[src/rtl/aipp_stream_parser.sv]
// aipp_stream_parser: AXI4-Stream ingress parser that decodes packet headers,
// pulses a fast-path trigger on pre-charge opcodes and queues events in a FIFO.
`default_nettype none

module aipp_stream_parser #(
    parameter int          DATA_W     = 128,
    parameter int          IDX_W      = 4,
    parameter int          CHAN_W     = 4,
    parameter logic [7:0]  OPCODE     = 8'h10,
    parameter int          FIFO_DEPTH = 4,
    parameter int          CNT_W      = 16
) (
    input  logic                            clk,
    input  logic                            rst_n,
    input  logic [DATA_W-1:0]               s_axis_tdata,
    input  logic                            s_axis_tvalid,
    output logic                            s_axis_tready,
    input  logic                            s_axis_tlast,
    output logic                            m_evt_tvalid,
    input  logic                            m_evt_tready,
    output logic [IDX_W-1:0]                m_evt_idx,
    output logic [CHAN_W-1:0]               m_evt_chan,
    output logic                            trigger_out,
    output logic [CNT_W-1:0]                match_cnt,
    output logic [CNT_W-1:0]                miss_cnt,
    output logic [$clog2(FIFO_DEPTH):0]     fifo_level
);

    localparam int PTR_W = $clog2(FIFO_DEPTH);
    localparam int LVL_W = PTR_W + 1;
    localparam int ENT_W = IDX_W + CHAN_W;

    typedef enum logic [0:0] {
        HDR  = 1'b0,
        BODY = 1'b1
    } state_t;

    state_t             r_state;
    logic [ENT_W-1:0]   r_mem [FIFO_DEPTH];
    logic [PTR_W-1:0]   r_wptr;
    logic [PTR_W-1:0]   r_rptr;
    logic [LVL_W-1:0]   r_level;
    logic               r_trigger;
    logic [CNT_W-1:0]   r_match_cnt;
    logic [CNT_W-1:0]   r_miss_cnt;

    logic               w_full;
    logic               w_tready;
    logic               w_accept;
    logic               w_hdr;
    logic               w_match;
    logic               w_push;
    logic               w_pop;
    logic               w_unused_tdata;

    // Ready depends only on registered state, so no path from m_evt_tready.
    assign w_full         = (r_level == LVL_W'(FIFO_DEPTH));
    assign w_tready       = !((r_state == HDR) && w_full);
    assign w_accept       = s_axis_tvalid && w_tready;
    assign w_hdr          = w_accept && (r_state == HDR);
    assign w_match        = (s_axis_tdata[7:0] == OPCODE);
    assign w_push         = w_hdr && w_match;
    assign w_pop          = (r_level != '0) && m_evt_tready;
    assign w_unused_tdata = ^s_axis_tdata;

    always_ff @(posedge clk or negedge rst_n) begin
        if (!rst_n) begin
            r_state     <= HDR;
            r_wptr      <= '0;
            r_rptr      <= '0;
            r_level     <= '0;
            r_trigger   <= 1'b0;
            r_match_cnt <= '0;
            r_miss_cnt  <= '0;
            for (int i = 0; i < FIFO_DEPTH; i++) begin
                r_mem[i] <= '0;
            end
        end else begin
            r_trigger <= w_push;

            if (w_accept) begin
                case (r_state)
                    HDR:     r_state <= s_axis_tlast ? HDR : BODY;
                    BODY:    r_state <= s_axis_tlast ? HDR : BODY;
                    default: r_state <= HDR;
                endcase
            end

            if (w_hdr) begin
                if (w_match) begin
                    if (r_match_cnt != '1) begin
                        r_match_cnt <= r_match_cnt + 1'b1;
                    end
                end else if (r_miss_cnt != '1) begin
                    r_miss_cnt <= r_miss_cnt + 1'b1;
                end
            end

            // Power-of-two depth lets the pointers wrap naturally.
            if (w_push) begin
                r_mem[r_wptr] <= {s_axis_tdata[8 +: IDX_W], s_axis_tdata[16 +: CHAN_W]};
                r_wptr        <= r_wptr + 1'b1;
            end
            if (w_pop) begin
                r_rptr <= r_rptr + 1'b1;
            end

            case ({w_push, w_pop})
                2'b10:   r_level <= r_level + 1'b1;
                2'b01:   r_level <= r_level - 1'b1;
                default: r_level <= r_level;
            endcase
        end
    end

    assign s_axis_tready = w_tready;
    assign m_evt_tvalid  = (r_level != '0);
    assign m_evt_idx     = r_mem[r_rptr][ENT_W-1 -: IDX_W];
    assign m_evt_chan    = r_mem[r_rptr][CHAN_W-1:0];
    assign trigger_out   = r_trigger;
    assign match_cnt     = r_match_cnt;
    assign miss_cnt      = r_miss_cnt;
    assign fifo_level    = r_level;

endmodule

`default_nettype wire
[config.mk]
export PLATFORM = sky130hd
export DESIGN_NAME = aipp_stream_parser
export DESIGN_NICKNAME = d
export VERILOG_FILES = /design/src/rtl/aipp_stream_parser.sv
export SDC_FILE = /design/constraint.sdc
export NUM_CORES = 1
export LEC_CHECK = 0
export ABC_AREA = 1
export BUFFER_PORTS_ARGS = -buffer_cell sky130_fd_sc_hd__clkbuf_2
export CORE_MARGIN = 1.5
export CORE_UTILIZATION = 43
export DETAILED_ROUTE_END_ITERATION = 8
export PLACE_DENSITY = 0.77
export SETUP_SLACK_MARGIN = 0.02
export SKIP_CTS_REPAIR_TIMING = 1
export SLEW_MARGIN = 20
export SYNTH_ARGS = -nofsm -noshare
export SYNTH_HDL_FRONTEND = slang
export SYNTH_SLANG_ARGS = --single-unit
[constraint.sdc]
create_clock -name clk -period 1.9 [get_ports clk]
set_input_delay 0.095 -clock clk [delete_from_list [all_inputs] [get_ports clk]]
set_output_delay 0.095 -clock clk [all_outputs]
set_load 0.1 [all_outputs]
==> metrics.yaml <==
status: "finished with violations"
violations: "negative hold slack"
routed_wl_mm: 9.39
max-vdd-ir-drop_uv: 1580
portBuffers: 66
cp-start-kind: "flip-flop"
grt_pass1_vias: 3477
clk_latency_ps: 350
viasPerCell: 4.96
syn_avg_cell_area_um2: 7.48
track_usage: 0.206
grt_start_max_net_pins: 26
swShare: 0.494
hpwlAfterDp_mm: 6.68
synth_edf_count: 0
fin_crit_ps: 1890
slew_headroom: 0.626
synthArstFlopShare: 1.00
antenna_cells: 0
slew_violations: 0
gp_congestion: 0.923
synth_warnings: 0
coreArea_um2: 9150
drive_gt1_frac: 0.271
power_density_nw_per_um2: 1320
p_int_mw: 3.39
min_path_type: "in -> reg"
initial_utilization: 0.439
rsz0062_at_grt: "true"
whs_ps: -1.25
clk_pin_slew_ps: 80
antenna_found_initial: 0
ys_seq_area_frac: 0.455
fin_skew_ps: 9.51
syn_inst: 537
die_x_um: 99.6
worstMarginPinSlew_ps: 563
cts.sinks: 73
setup.worst_path.class: "reg -> reg"
final_hold_viol_count: 3
finalSetupViolCount: 0
maxCapViolations: 0
seqPwrFrac: 0.282
switchingPower_mw: 3.30
num_vias: 3647
crit_arrival_ps: 2120
p_comb_frac: 0.530
die_y_um: 99.6
ys.flop_type: "dfrtp_1"
routedWlPerCell_um: 12.8
nets: 760
grt.overflow.total: 0
finalSetupTns_ps: 0
area_growth_pct: 26.1
instances_no_fill: 735
crit_path_end_kind: "flip-flop"
dieArea_um2: 9930
max_freq_ghz: 0.528
syn_nets: 678
crit_fanout: 4
ant_nets: 0
finalCritPeriodShare: 0.997
dp.cells: 715
cts_tree: "built"
first_iter_violations: 178
synth_cell_type_count: 26
power_frac_clock: 0.188
syn_area_um2: 4020
yosys_register_bits: 73
route.detailed.drc: 0
fin_util: 0.553
worst-endpoint-required_ps: 2130
clockBufferDepth: 2
p_leak_nw: 2.54
drtPass1Iterations: 6
rows: 35
cts_root_buffer: "clkbuf_8"
grt_pass1_wl_mm: 16.2
io_pins: 179
cts_htree_levels: 3
numCtsBuffers: 9
## cells in the mapped netlist, types with 3 or more instances
master      n  area (um2)
ha_1        7        87.6
nor2_2      7        43.8
o21ai_0    23         115
inv_2       4        15.0
xnor2_1     9        78.8
nand3_1    12        60.1
clkbuf_1    3        11.3
inv_1      30         113
nand2_2     9        56.3
nand2_4     3        33.8
nand3_2     3        30.0
nand4_1    11        68.8
nand3b_1    3        22.5
dfrtp_1    73        1830
nor2_4      5        56.3
nor2_1     49         184
nand2_1   260         976
xor2_1     10        87.6
o22ai_1     8        50.1
## area by class of cell
class / count / area, um2
inverter: 34 / 131
fill: 844 / 4090
timing repair buffer: 78 / 563
sequential: 73 / 1880
multi-input combinational: 423 / 2140
clock inverter: 6 / 66.3
tap: 111 / 139
clock buffer: 10 / 138
## final timing paths
kind,startpoint,to,slack [ps],depth (start not counted)
setup reg to reg,fifo_level[1],fifo_level[2],6,11
setup / recovery,fifo_level[1],fifo_level[2],6,11
max in group asynchronous,rst_n,miss_cnt[0],1010,3
hold / removal,s_axis_tdata[9],r_mem[13],-1,3
hold reg to reg,r_mem[15],r_mem[15],470,2
min in group asynchronous,rst_n,r_mem[24],190,2
## layer usage
layer,vias to the layer above,share of wire,GRT usage
li1,1840,-,-
met1,1695,0.44,0.270
met2,105,0.49,0.341
met5,-,0,0
met4,0,0.0097,0.0704
met3,7,0.061,0.0408
## placed cells by master (no fill, tap or decap), types with 2 or more instances in the layout
cell type      netlist  routed
clkinv_4             0       2
nand3b_1             3       3
o22ai_4              0       8
dfrtp_1             73      43
o21ai_0             23      14
nor2_1              49      48
nand3_1             12      12
clkbuf_2             0      57
nand2_1            260     258
nor2_4               5       6
dfrtp_2              0      23
o21ai_1              0       9
xor2_1              10      10
nand4_1             11      11
buf_12               1       9
nor2_2               7       7
dlygate4sd3_1        0       4
dfrtp_4              0       7
ha_1                 7       6
inv_1               30      27
nand3_2              3       3
nand2_4              3       3
inv_2                4       6
nand2_2              9      11
clkbuf_8             0      10
xnor2_1              9       9
buf_4                2       7
clkinv_2             0       2
## per-stage QoR
step | instance area (um2) | setup WS [ps] | power (mW)
3_3_place_gp | 4810 | 28.5 | 5.38
6_report | 5060 | 6.40 | 6.70
3_5_place_dp | 4810 | 4.83 | 5.44
5_1_grt | 5060 | -91.3 | 7.00
2_1_floorplan | 4200 | -214 | 4.49
4_1_cts | 5010 | -17.6 | 6.71
## power by group through the flow
stage / logic (mW) / registers, mW / clock network (mW)
final: 3.55 / 1.89 / 1.26
after global routing: 3.74 / 1.90 / 1.35
after floorplan: 2.04 / 2.45 / 0
after CTS: 3.54 / 1.88 / 1.29
after global placement: 3.48 / 1.90 / 0
after detailed placement: 3.53 / 1.91 / 0
## worst max-delay path, cell delays in order, from the launching register on
cell and delay, ps:
dfrtp_4 510, nor2_4 150, nand2_2 60, nand3_2 80, inv_2 60, nand2_4 70, ha_4 130, inv_2 50
fa_2 340, a21oi_2 110, o21ai_1 80, xor2_1 140
## logic make-up (layout without fill, tap and decap cells)
kind of cell             after synthesis  after routing  share of synthesized area
adder cells (fa/ha/maj)                8              8                     0.0268
AO/OA/AOI/OAI                         33             33                     0.0443
AND/OR/NAND/NOR                      363            363                      0.386
buffers and inverters                 41            128                     0.0461
flip-flops                            73             73                      0.455
XOR/XNOR                              19             19                     0.0414
## sequential cells by signal, summed over array words and instances (netlist names)
name and count:
r_rptr 2, fifo_level 3, miss_cnt 16, r_mem 32, trigger_out 1, r_wptr 2
match_cnt 16, r_state 1
Power figures use the tool's default switching activity.
